[src/rtl/seg_scan_decoder.sv]
// Recovers four mm:ss values from a multiplexed active-low 7-segment scan bus.
// Samples are debounced per dwell, decoded per slot and assembled into frames.
module seg_scan_decoder #(
  parameter int SETTLE = 4
) (
  input  logic       clk,
  input  logic       Resetn,
  input  logic [7:0] AN,
  input  logic [7:0] CX,
  input  logic       clr_err,
  output logic [5:0] alarm_min,
  output logic [5:0] alarm_sec,
  output logic [5:0] clock_min,
  output logic [5:0] clock_sec,
  output logic [7:0] dp_mask,
  output logic       frame_valid,
  output logic       match,
  output logic       seg_err,
  output logic       scan_err,
  output logic       range_err
);

  localparam logic       COLLECT    = 1'b0;
  localparam logic       ASSEMBLE   = 1'b1;
  localparam logic [3:0] CNT_COMMIT = 4'(SETTLE - 1);
  localparam logic [3:0] CNT_MAX    = 4'(SETTLE);

  // {legal, digit}; anything outside the ten digit patterns is illegal
  function automatic logic [4:0] seg_decode(input logic [6:0] seg);
    case (seg)
      7'b0000001: return {1'b1, 4'd0};
      7'b1001111: return {1'b1, 4'd1};
      7'b0010010: return {1'b1, 4'd2};
      7'b0000110: return {1'b1, 4'd3};
      7'b1001100: return {1'b1, 4'd4};
      7'b0100100: return {1'b1, 4'd5};
      7'b0100000: return {1'b1, 4'd6};
      7'b0001111: return {1'b1, 4'd7};
      7'b0000000: return {1'b1, 4'd8};
      7'b0000100: return {1'b1, 4'd9};
      default:    return 5'b0;
    endcase
  endfunction

  function automatic logic [5:0] bcd2bin(input logic [3:0] tens, input logic [3:0] units);
    return ({2'b00, tens} * 6'd10) + {2'b00, units};
  endfunction

  logic [7:0] an_p0, cx_p0, an_p1, cx_p1;
  logic       vld_p0, vld_p1;
  logic [3:0] cnt;
  logic [3:0] digit [8];
  logic [7:0] seen, seen_nx, set_bit, lows;
  logic       state;
  logic [2:0] slot_idx;
  logic [4:0] dec;
  logic       commit, onehot, blank, wr_en, seg_evt, scan_evt, range_evt, tens_ok;
  logic [5:0] amin_n, asec_n, cmin_n, csec_n;

  // Commit stage: works on the previous sample, which the counter has proven stable
  always_comb begin
    lows     = ~an_p1;
    blank    = (lows == 8'h00);
    onehot   = $onehot(lows);
    slot_idx = 3'd0;
    for (int i = 0; i < 8; i++)
      if (lows[7-i]) slot_idx = 3'(i);
    dec      = seg_decode(cx_p1[7:1]);
    commit   = (cnt == CNT_COMMIT);
    wr_en    = commit & onehot & dec[4];
    seg_evt  = commit & onehot & ~dec[4];
    scan_evt = commit & ~blank & ~onehot;
    set_bit  = wr_en ? (8'h01 << slot_idx) : 8'h00;
    seen_nx  = ((state == ASSEMBLE) ? 8'h00 : seen) | set_bit;
    tens_ok  = (digit[0] <= 4'd5) && (digit[2] <= 4'd5) &&
               (digit[4] <= 4'd5) && (digit[6] <= 4'd5);
    range_evt = (state == ASSEMBLE) & ~tens_ok;
    amin_n   = bcd2bin(digit[0], digit[1]);
    asec_n   = bcd2bin(digit[2], digit[3]);
    cmin_n   = bcd2bin(digit[4], digit[5]);
    csec_n   = bcd2bin(digit[6], digit[7]);
  end

  always_ff @(posedge clk or negedge Resetn) begin
    if (!Resetn) begin
      an_p0 <= '0; cx_p0 <= '0; vld_p0 <= 1'b0;
      an_p1 <= '0; cx_p1 <= '0; vld_p1 <= 1'b0;
      cnt <= '0;
      for (int i = 0; i < 8; i++) digit[i] <= '0;
      seen <= '0; dp_mask <= '0; state <= COLLECT;
      alarm_min <= '0; alarm_sec <= '0; clock_min <= '0; clock_sec <= '0;
      frame_valid <= 1'b0; match <= 1'b0;
      seg_err <= 1'b0; scan_err <= 1'b0; range_err <= 1'b0;
    end else begin
      // Sample stage, then the stability counter on sample vs previous sample
      an_p0 <= AN; cx_p0 <= CX; vld_p0 <= 1'b1;
      an_p1 <= an_p0; cx_p1 <= cx_p0; vld_p1 <= vld_p0;
      if (!vld_p1 || an_p0 != an_p1 || cx_p0 != cx_p1) cnt <= '0;
      else if (cnt != CNT_MAX) cnt <= cnt + 4'd1;

      if (wr_en) begin
        digit[slot_idx]   <= dec[3:0];
        dp_mask[slot_idx] <= ~cx_p1[0];
      end
      seen <= seen_nx;

      // Frame stage: one ASSEMBLE cycle after the last slot is seen
      case (state)
        COLLECT:  if (seen_nx == 8'hFF) state <= ASSEMBLE;
        default:  state <= COLLECT;
      endcase
      frame_valid <= 1'b0;
      if (state == ASSEMBLE && tens_ok) begin
        alarm_min   <= amin_n;
        alarm_sec   <= asec_n;
        clock_min   <= cmin_n;
        clock_sec   <= csec_n;
        match       <= (cmin_n == amin_n) && (csec_n == asec_n);
        frame_valid <= 1'b1;
      end

      seg_err   <= (seg_err   & ~clr_err) | seg_evt;
      scan_err  <= (scan_err  & ~clr_err) | scan_evt;
      range_err <= (range_err & ~clr_err) | range_evt;
    end
  end

endmodule

[config.mk]
export PLATFORM = sky130hd
export DESIGN_NAME = seg_scan_decoder
export DESIGN_NICKNAME = d
export VERILOG_FILES = /design/src/rtl/seg_scan_decoder.sv
export SDC_FILE = /design/constraint.sdc
export NUM_CORES = 1
export LEC_CHECK = 0
export BUFFER_PORTS_ARGS = -buffer_cell sky130_fd_sc_hd__buf_2
export CAP_MARGIN = 20
export CORE_UTILIZATION = 59
export CTS_CLUSTER_SIZE = 8
export DETAILED_ROUTE_END_ITERATION = 8
export PLACE_DENSITY = 0.8
export SKIP_LAST_GASP = 1
export SLEW_MARGIN = 10
export SYNTH_ARGS = -nofsm -noshare
export SYNTH_HDL_FRONTEND = slang
export SYNTH_SLANG_ARGS = --single-unit
[constraint.sdc]
create_clock -name clk -period 11.1 [get_ports clk]
set_input_delay 1.11 -clock clk [delete_from_list [all_inputs] [get_ports clk]]
set_output_delay 1.11 -clock clk [all_outputs]
set_load 0.03 [all_outputs]
# --- Yosys cells after proc, flatten, opt, wreduce, memory -nomap -nowiden ---
# Index checks and enable logic that the tools add are counted.
word_totals:
  register_bits: 116
  inputBits: 19
  elab_cells: 124
classes:
  add_sub_neg: 12
  multipliers: 4
  n_lt_le_gt_ge: 8
  n_eq_ne: 17
  n_shift: 1
  n_mux: 21
  bitwise_logic: 21
  n_reduce_logical: 13
ops:
  columns: ["operator", "count"]
  rows:
  - ["case mux 5 bit (10 select lines)", 1]
  - ["bitwise mux 32 bit", 1]
  - ["adder 6 x 4 -> 6 bit", 4]
  - ["multiplier 4 x 3 -> 5 bit, second input constant", 4]
  - ["less-or-equal comparator 4 x 3 -> 1 bit, second input constant", 4]
  - ["two-way mux 8 bit", 2]
  - ["!= test 8 bit", 2]
  - ["equality test 7 x 3 -> 1 bit, second input constant", 2]
  - ["equality test 7 x 6 -> 1 bit, second input constant", 2]
  - ["equality test 7 bit, second input constant", 2]
  - ["demux 4 bit (select 3 bit)", 1]
  - ["equality test 6 bit", 2]
  - ["two-way mux 3 bit", 4]
  - ["two-way mux 4 bit", 3]
  - ["AND 1 bit", 9]
  - ["adder 1 x 1 -> 2 bit", 4]
  - ["bitwise mux 8 bit", 1]
  - ["equality test 8 bit, second input constant", 1]
  - ["logical NOT 8 bit", 1]
  - ["NOT 8 bit", 1]
  - ["OR 8 bit", 1]
  - ["<< shifter 1 x 3 -> 8 bit, first input constant", 1]
  - ["equality test 7 x 1 -> 1 bit, second input constant", 1]
  - ["equality test 7 x 4 -> 1 bit, second input constant", 1]
  - ["22 further kinds", 42]

# --- Logic depth before layout (Yosys ltp) ---
# Gate-level depths: netlist of run 1.
depth:
  ltp_word: 14
  mapped_depth: 14
  ltp_nobuf: 13

# --- Worst setup path before layout of run 1 ---
# OpenSTA, ideal clock, no wires.
synth_timing:
  path_kind: "register to register"
  startpoint: "register an_p1[1]"
  endpoint: "register digit[12] (netlist name)"
  setup_ps: 125
  t_arrival_ps: 4250
  t_required_ps: 10975
  path_slack_ps: 6725
  stages_incl_launch_ff: 15
  n_path_buf: 1
  period_less_slack_ps: 4375
  path_cell_list: "dfrtp_1 > fa_1 > inv_1 > fa_1 > fa_1 > ha_1 > inv_1 > fa_1 > nand2b_1 > o41ai_1 > and2_1 > clkbuf_2 > nand4_1 > nor3_4 > mux2_2"
synth_via:
  elab_chain_len: 9
synth_lines:
  columns: ["item", "line", "source"]
  rows:
  - ["start, declared", "49", "logic [7:0] an_p0, cx_p0, an_p1, cx_p1;"]
  - ["start signal, assigned", "97", "an_p1 <= an_p0; cx_p1 <= cx_p0; vld_p1 <= vld_p0;"]
  - ["NOT 8 bit (*)", "62", "lows = ~an_p1;"]
  - ["parallel branches: the longest is 8 deep, another holds adder 3 x 3 -> 4 bit", null, null]
  - ["end signal, assigned by index", "102", "digit[slot_idx] <= dec[3:0];"]
  - ["end, declared", "52", "logic [3:0] digit [8];"]
# Every way passes the cells marked *.
# A chain may end at the register's enable or synchronous reset.

# --- Worst setup path in the final report of run 1 ---
layout_timing:
  startpoint: "register an_p1[0]"
  endpoint: "register state"
layout_via:
  elab_chain_len: 12
layout_lines:
  columns: ["item", "line", "source"]
  rows:
  - ["NOT 8 bit (*)", "62", null]
  - ["adder 1 x 1 -> 2 bit (implied by the code)", "64", "onehot = $onehot(lows);"]
  - ["adder 2 x 2 -> 3 bit (implied by the code)", "64", null]
  - ["adder 3 x 3 -> 4 bit (implied by the code)", "64", null]
  - ["equality test 4 x 1 -> 1 bit", "64", null]
  - ["AND 1 bit (2 in a row)", "70", "wr_en = commit & onehot & dec[4];"]
  - ["two-way mux 8 bit (*)", "73", "set_bit = wr_en ? (8'h01 << slot_idx) : 8'h00;"]
  - ["OR 8 bit (*)", "74", "seen_nx = ((state == ASSEMBLE) ? 8'h00 : seen) | set_bit;"]
  - ["equality test 8 bit (*)", "109", "COLLECT: if (seen_nx == 8'hFF) state <= ASSEMBLE;"]
  - ["two-way mux 1 bit (*)", "109", null]
  - ["two-way mux 1 bit (*)", "108", "case (state)"]
  - ["end signal, assigned", "90", "seen <= '0; dp_mask <= '0; state <= COLLECT;"]
  - ["end signal, assigned", "109", null]
  - ["end signal, assigned", "110", "default: state <= COLLECT;"]
  - ["end, declared", "54", "logic state;"]
# Every way passes the cells marked *; elsewhere a longest branch is shown, timed or not.

==> results of run 1 <==
-- power by group --
group	leakage, nW	total [W]	switching, W	internal (W)
registers	1.54	0.000440	0.0000102	0.000429
logic	1.63	0.0000444	0.0000264	0.0000180
clock network	0.284	0.000551	0.000201	0.000350
total	3.45	0.00103	0.000237	0.000797
-- layer usage --
metal,up-vias,GRT usage (%)
met3,19,6.25
met4,0,10.4
met2,97,45.0
met1,1840,30.9
met5,-,0
li1,1742,-
-- per-stage QoR --
step / cells / area, µm²
global route: 651 / 6570
detailed placement: 616 / 5920
global placement: 616 / 5920
CTS: 648 / 6530
floorplan: 464 / 5580
finish: 651 / 6570
-- cell families after synthesis --
logic type	synth area share, %
compound gates	6.50
simple gates	12.0
fa+ha+maj	9.59
other cells	0.0672
flops	52.0
buf+inv	3.21
mux	8.76
xor+xnor	7.85
-- area by class of cell --
type	count	area, µm²	share of cell area, %
inverters	26	97.6	1.49
well taps	111	139	2.11
repair buffers	59	325	4.95
clock inverters	14	178	2.70
multi-input cells	307	2500	38.0
clock buffers	18	428	6.51
flip-flops and latches	116	2900	44.2
-- worst max path at each step --
stage,startpoint,depth (start not counted),endpoint
after floorplan,an_p1[1],14,digit[12]
after global placement,an_p1[0],13,digit[15]
after detailed placement,an_p1[0],13,state
after CTS,an_p1[0],13,state
after global routing,an_p1[0],13,digit[12]
final,an_p1[0],13,state
-- flip-flops by register name, summed over array words and instances (netlist names), 4 cells and up --
| name | cells |
|---|---|
| clock_sec | 6 |
| seen | 8 |
| digit | 32 |
| cnt | 4 |
| an_p1 | 8 |
| alarm_sec | 6 |
| dp_mask | 8 |
| an_p0 | 8 |
| cx_p0 | 8 |
| alarm_min | 6 |
| clock_min | 6 |
| cx_p1 | 8 |
-- worst reg2reg max path, stage by stage (launching register included) --
cell	delay, ps
dfrtp_1	530
fa_1	590
inv_1	50
fa_1	460
fa_1	510
ha_1	160
inv_1	60
fa_1	380
nand2b_1	160
o41ai_1	630
nand2_2	270
nor4_4	580
o221ai_2	190
nor4b_2	290
-- cell usage after synthesis, types with 3 or more instances --
master,instances,area share [%]
dfrtp_1,116,52
nand2_1,50,3.4
mux2_2,39,7.9
xnor2_1,36,5.6
ha_1,30,6.7
inv_1,26,1.7
o21ai_0,17,1.5
xor2_1,14,2.2
a21o_1,13,1.7
nand3_1,12,1.1
nand4_1,10,1.1
nor2_1,10,0.67
a21oi_1,8,0.72
fa_1,8,2.9
clkbuf_1,7,0.47
nor3_1,6,0.54
mux2i_1,5,0.90
nor4_1,5,0.56
buf_2,4,0.36
nor3b_1,4,0.54
nand4b_1,3,0.47
nor4_4,3,1.1
o22ai_1,3,0.34
-- cell usage in the layout, fill, tap and decap left out, types with 2 or more instances in the layout --
cell type   Yosys  final
nand4_1        10     10
nor3_1          6      6
nor2_1         10     10
nor4_1          5      5
nor2b_1         2      2
nand4b_1        3      3
o31ai_1         2      2
a21oi_1         8      8
nand2b_1        2      2
o22ai_1         3      3
clkbuf_8        0      2
bufinv_16       0      3
nor4_4          3      3
nand3_1        12     12
buf_4           1      2
clkbuf_16       0     16
xor2_1         14     14
o21ai_0        17     17
mux2_2         39     39
dfrtp_1       116    116
nor3b_1         4      4
a31oi_1         2      2
fa_1            8      8
and4_1          2      2
xnor2_1        36     36
a21o_1         13     13
ha_1           30     30
inv_1          26     26
inv_6           0      3
and2_1          2      2
clkinvlp_4      0      4
a22oi_1         2      2
clkinv_4        0      3
mux2i_1         5      5
a32o_1          2      2
buf_2           4     55
nand2_1        50     50
==> results.md, run 1 <==
Floorplanning:
- The overall die area is 9850 µm².
- The row count is 35.
- In this run the horizontal extent of the chip is between 90 and 100 µm.
- The core region is slightly above 9000 µm².
- The effective utilization at floorplan is between 60% and 70%.
- The number of top-level pins is 56.
- The vertical die dimension is slightly below 100 µm.

Place:
- Routability-driven placement finished with a final weighted congestion of 0.849.
- The setup slack after placement is between 6000 and 7000 ps.
- The port buffer count is between 50 and 60.
- Detailed placement finished with a half-perimeter wire length of between 7 and 8 mm.

Pwr:
- Summed over all cells, the static leakage comes to approximately 3.5 nW.
- The worst-case IR drop observed on VDD is 0.176 mV.
- The total power consumption of the routed design is 0.00103 W.
- The power per cell area is between 150 and 200 nW/µm².

Clocking:
- The clock slew at the register clock pins of the worst setup and hold paths is roughly 60 ps.
- The number of levels the H-tree was split into is 4.
- The clock tree from TritonCTS is built.
- Counting the buffers created by CTS gives 17.
- The number of gates resized after cts is 0.
- The longest clock path from root to sink contains 2 buffers.
- The clock latency of the later-clocked register in the worst-skew pair is roughly 520 ps.
- The clock tree root buffer cell is clkbuf_8.
- The sink count of the clock tree is 116.
- In this run, post-CTS hold repair placed 0 buffers.
- The buffer count from post-CTS setup fixing is 0.

Worst hold path:
- The worst hold path begins at vld_p0.
- The path with the worst hold slack has its endpoint at vld_p1.
- The class of the tightest hold or removal check is flip-flop to flip-flop.
- The number of cells traversed by the worst hold path is 0.

Cells and area:
- For this run, the share of the core covered by cells in the final layout is 71.4%.
- From synthesis to final layout, the design area changed by 17.7%.
- The final net count is ~600.
- 0 antenna diodes ended up in the layout.
- After filler insertion, the fill cell instance count of the layout stands at about 620.
- Of the cells placed in the final design, the portion with a size suffix greater than 1 is between 20 and 30%.

Timing:
- The final-report setup violation count is 0.
- The worst path needs ~5000 ps of the cycle, external delays included.
- In the finished design, the share of the clock period the worst path needs comes to around 45%.
- The number of hold violations in the final report was 0.
- For the final database, setup skew stands at approximately 10 ps.
- Across all hold checks on the routed design, the worst slack comes to ~370 ps.
- In the final timing run, aggregate negative setup slack is 0 ps.
- In the post-route analysis, the smallest setup slack over all paths is around 6100 ps.
- Setup repair after global routing left no endpoint under its margin.
- Static timing analysis puts the maximum clock frequency at between 0.2 and 0.25 GHz.
- The number of pins with negative max-slew slack in the final report was 0.
- In this run the tightest slew margin relative to its limit is 28.4%.
- For the pin with the worst max-slew slack, the measured transition is 1070 ps.

Setup path:
- The master of the slowest instance on the critical path is o41ai_1.
- For the worst flop-to-flop path, the logic depth is 13.
- The cell that appears most often on the critical path is fa_1.
- The buffers plus inverters on the worst setup path is 2.
- In this design, the stage delay of the slowest critical-path cell is 630 ps.
- The startpoint identified for the worst register-to-register timing path is an_p1[0].
- The endpoint of the most critical register-to-register path is state.
- The worst reg-to-reg setup slack is approximately 6100 ps.
- Broken down by cell family, the worst path's largest delay share belongs to adder cells.
- The worst setup path is of the flip-flop to flip-flop kind.
- The sort of element at the end of the critical path is a flip-flop.
- The worst setup path is launched from a flip-flop.
- The required time of the critical path is 11510 ps.
- The data arrival time of the worst path is between 5000 and 6000 ps.
- The highest net fanout along the worst path is 12.
- The signal on the critical path passes through fa_1 > inv_1 > fa_1 > fa_1 > ha_1 > inv_1 > fa_1 > nand2b_1 > o41ai_1 > nand2_2 > nor4_4 > o221ai_2 > nor4b_2.

Job:
- The max-capacitance violation count is 0.

Synthesis:
- The unique cell type count in the Yosys netlist is 49.
- The synthesized netlist net count is ~520.
- The fraction of the yosys area taken by sequential cells is roughly 52%.
- The share of flip-flops with an asynchronous set or reset after synthesis is 100%.
- The instance count of the mapped netlist is between 400 and 500.
- The netlist area before placement is about 5600 µm².
- The Yosys step of the flow raised 0 warnings.
- The flop and latch count out of synthesis is 116.
- A synthesized cell averages around 12 µm².
- Counting flops with a built-in enable in the synthesized netlist gives 0.
- The flip-flop cell with the highest count after synthesis is dfrtp_1.

Global routing:
- The number of global-route vias before repair is between 3000 and 4000.
- The pin count of the biggest net entering global routing is 93.
- The residual overflow from global routing is 0.
- The first global-routing pass estimated just under 20 mm of wire.
- The global-route usage over all layers is ~26%.
- The number of antenna violations at the first check in global routing is 0.

Detailed routing:
- Once detail routing completed, the nets flagged for antenna violations numbered 0.
- In the routed design, unresolved DRC markers number 0.
- The highest metal layer with signal wires is met4.
- The final layout contains routed wiring with a total length of 11.5 mm.
- The met3 wirelength from detailed routing is 405 µm.
- For this block, the via count after detailed routing is roughly 3700.
- The average detailed-routed wire length per instance is around 18 µm.
- After detailed routing, the wire length on met1 is 4.84 mm.
- After detailed routing, the number of vias per cell comes to about 5.7.
- The initial DRC count is 183.
- The length of routed met2 wiring is 6.06 mm.
- Before antenna repair, the detailed router went through 4 iterations.

Outcome:
- The run finished with clean final reports.
Note: power is estimated with default switching activity, not from simulation.
==> inputs of run 2 (changes only) <==
--- a/config.mk
+++ b/config.mk
@@ -7,10 +7,10 @@
 export LEC_CHECK = 0
 export BUFFER_PORTS_ARGS = -buffer_cell sky130_fd_sc_hd__buf_2
 export CAP_MARGIN = 20
-export CORE_UTILIZATION = 59
+export CORE_UTILIZATION = 53
 export CTS_CLUSTER_SIZE = 8
 export DETAILED_ROUTE_END_ITERATION = 8
-export PLACE_DENSITY = 0.8
+export PLACE_DENSITY = 0.76
 export SKIP_LAST_GASP = 1
 export SLEW_MARGIN = 10
 export SYNTH_ARGS = -nofsm -noshare
==> constraint.sdc (replaced) <==
create_clock -name clk -period 4.1 [get_ports clk]
set_input_delay 0.41 -clock clk [delete_from_list [all_inputs] [get_ports clk]]
set_output_delay 0.41 -clock clk [all_outputs]
set_load 0.03 [all_outputs]
==> results.md, run 2 (synthesized netlist as in run 1, its figures left out) <==
Outcome:
- The run finished, with violations left.
- The checks that failed: negative setup slack.

Timing:
- The share of the clock period used by the worst path after layout is 103%.
- Setup repair after global routing could not meet its margin everywhere.
- The relative slew slack is between 10% and 20%.
- The worst clock skew is about 7 ps.
- The number of pins with negative max-slew slack in the final report was 0.
- Static timing analysis puts the maximum clock frequency at 0.236 GHz.
- Setup violations remaining at the end of the flow were counted as 24.
- The post-layout worst setup margin is -142 ps.
- Subtracting the final worst setup slack from the clock period gives approximately 4200 ps.
- The actual slew at the worst max-slew pin is between 1000 and 1500 ps.
- The number of hold violations in the final report is 0.

Setup path:
- The worst setup path is of the flip-flop to flip-flop kind.
- The kind of cell with the highest combined delay along the critical path is adder cells.
- Traced cell by cell, the critical path runs through fa_1 > inv_1 > fa_1 > fa_1 > ha_2 > inv_2 > fa_2 > nand2_2 > o41ai_4 > and2_4 > nand4_1 > nor3_4 > buf_6 > mux2_4.
- The worst reg-to-reg setup slack is -140 ps.
- The critical path's most frequent cell is fa_1.
- Data on the critical path arrives at its endpoint at 4640 ps.
- For this design, the slowest cell found on the critical path is fa_1.
- Of all nets on the critical path, the largest fanout is 4.
- The worst register-to-register path begins at an_p1[0].
- Together, buffers and inverters on the worst path number 3.
- The cell count of the worst reg-to-reg path is 14.
- The largest stage delay on the critical path is about 540 ps.
- The endpoint of the most critical register-to-register path is digit[12].
- The worst setup path is launched from a flip-flop.
- The sort of element at the end of the critical path is a flip-flop.
- The required time of the critical path is roughly 4500 ps.

Detailed routing:
- The vias after detailed routing is around 4000.
- The number of remaining DRC errors is 0.
- Dividing the detail-routed wire length by the instance count gives approximately 17 µm.
- The initial DRC count is ~230.
- The final layout contains routed wiring with a total length of 12.6 mm.
- The detail-routed via count per cell is between 5 and 6.
- The final antenna-violating net count is 0.
- Before antenna repair, the detailed router went through 5 iterations.

Global routing:
- The number of antenna violations at the first check in global routing is 0.
- The global routing stage identified its most utilized layer as met2.
- The global-route usage over all layers is approximately 24%.
- The pin count of the biggest net entering global routing is 55.
- The residual overflow from global routing is 0.
- For met2 alone, demand over resource in global routing was 41.2%.
- For this run, global-route usage on met3 was measured as between 6 and 7%.
- The number of global-route vias before repair is roughly 4200.
- The first global-routing pass estimated roughly 20 mm of wire.
- The fraction of met1 tracks used by global routing is 27.8%.

Job:
- The max-capacitance violation count is 0.

Pwr:
- The worst-case vdd ir drop is about 0.34 mV.
- Summed over all nets, the switching power comes to between 0.0006 and 0.0007 W.
- Of the total power, the share spent switching nets is 20.8%.
- The analysis attributes to cell leakage a power of 3.76 nW.
- The internal cell power is around 0.0024 W.
- The proportion of power drawn by the clock network is 54.6%.
- Combinational cells account for about 6% of the total power.
- In this run the power density over the cells is between 400 and 500 nW/µm².
- The relative contribution of sequential cells to total power is between 30% and 40%.

Clocking:
- TritonCTS built the clock tree.
- After clock tree synthesis, the clock-pin slew on the worst setup and hold paths is 50 ps.
- The clock passes through at most 2 buffers.
- The tree built by TritonCTS fans out to between 100 and 150 sinks.
- The tree is rooted in a clkbuf_8.
- The clock latency of the later-clocked register in the worst-skew pair is 520 ps.
- The number of levels the H-tree was split into is 4.
- Clock tree synthesis inserted a total of 17 buffers.

Cells and area:
- The growth of design area from synthesis to finish is 29.2%.
- The library cells used most frequently in the layout, excluding fill and tap cells, are 114 x dfrtp_1, 55 x buf_2, 45 x nand2_1.
- The register with the most flip-flops in the layout has 32 of them.
- The most common library cell in the layout ignoring fill and taps is dfrtp_1.
- The repair_antennas step left the layout with diodes totalling 0.
- Once layout is done, the placed cells without fillers occupy ~7200 µm².
- Of the cells placed in the final design, the portion with a size suffix greater than 1 is a little under a third.
- The final non-filler cell total is 722.
- The final net count is 630.
- The register with the most flip-flops in the final layout is digit.

Floorplanning:
- The die covers ~11000 µm².
- The number of top-level pins is 56.
- The core area is a little over 10000 µm².
- The effective utilization at floorplan is 54.3%.
- The die is 105 µm wide.
- The row count is 37.
- Measured along the y axis, the die boundary spans around 100 µm.

Place:
- The congestion estimate from routability-driven global placement came to approximately 0.86.
- The detailed placer's ending HPWL is between 8 and 9 mm.
- The placed cell area is 6110 µm².
- After detailed placement, the design holds a cell count of ~660.
- Buffers placed on the I/O ports in this run total 55.

Worst hold path:
- The end point of the worst hold path is scan_err.
- In this run the most critical hold path is launched from clr_err.
- The class of the tightest hold or removal check is input port to flip-flop.
- The number of cells traversed by the worst hold path is 2.
[run 2: cell types whose count changed in the layout (fill, tap and decap cells not counted), sizes merged]
cell | previous run | this run
clkinvlp | 4 | 2
buf | 59 | 88
inv | 29 | 27
clkbuf | 18 | 19
bufinv | 3 | 6
dlygate4sd3 | 0 | 17
[run 2: metal layers]
| metal | wire length, µm | vias up |
|---|---|---|
| li1 | - | 1835 |
| met1 | 5160 | 1991 |
| met2 | 6430 | 145 |
| met3 | 548 | 45 |
| met4 | 462 | 0 |
| met5 | 0 | - |
[run 2: area by class of cell]
| type | count | area (µm²) |
|---|---|---|
| inverter | 26 | 97.6 |
| sequential | 116 | 2910 |
| multi-input combinational | 307 | 2640 |
| tap | 136 | 170 |
| timing repair buffer | 105 | 731 |
| clock inverter | 13 | 228 |
| fill | 719 | 3070 |
| clock buffer | 19 | 442 |
[run 2: power by group through the flow]
stage | clock [W] | combinational (W) | sequential (W)
floorplan | 0 | 0.000101 | 0.00119
finish | 0.00165 | 0.000180 | 0.00119
global route | 0.00172 | 0.000199 | 0.00119
global placement | 0 | 0.000143 | 0.00120
CTS | 0.00167 | 0.000167 | 0.00119
detailed placement | 0 | 0.000148 | 0.00121
[run 2: worst max-delay path by stage]
stage,to,startpoint,slack (ps),cells past startpoint
CTS,digit[15],an_p1[0],-70,13
global route,digit[12],an_p1[0],-270,14
floorplan,digit[12],an_p1[1],-70,14
finish,digit[12],an_p1[0],-140,14
global placement,digit[15],an_p1[0],50,13
detailed placement,digit[15],an_p1[0],-80,13
[run 2: what timing repair did]
item                                    CTS  global route
hold endpoints to repair                 68             0
hold buffers                             17             0
pin swaps                                 3            10
resized for setup                         2            37
endpoints found under the setup margin   27            45
setup buffers                             7            10
[run 2: stage by stage]
stage | util, % | hold WS [ps] | setup slack [ps] | TNS (ps) | total power (W)
after global placement | 59.4 | 334 | 49.3 | 0 | 0.00135
after global routing | 70.1 | 146 | -270 | -5690 | 0.00311
final | 70.1 | 147 | -142 | -1450 | 0.00301
after detailed placement | 59.5 | 337 | -80.9 | -763 | 0.00135
after CTS | 68.2 | 132 | -73.2 | -297 | 0.00302
after floorplan | - | 114 | -67.6 | -229 | 0.00129
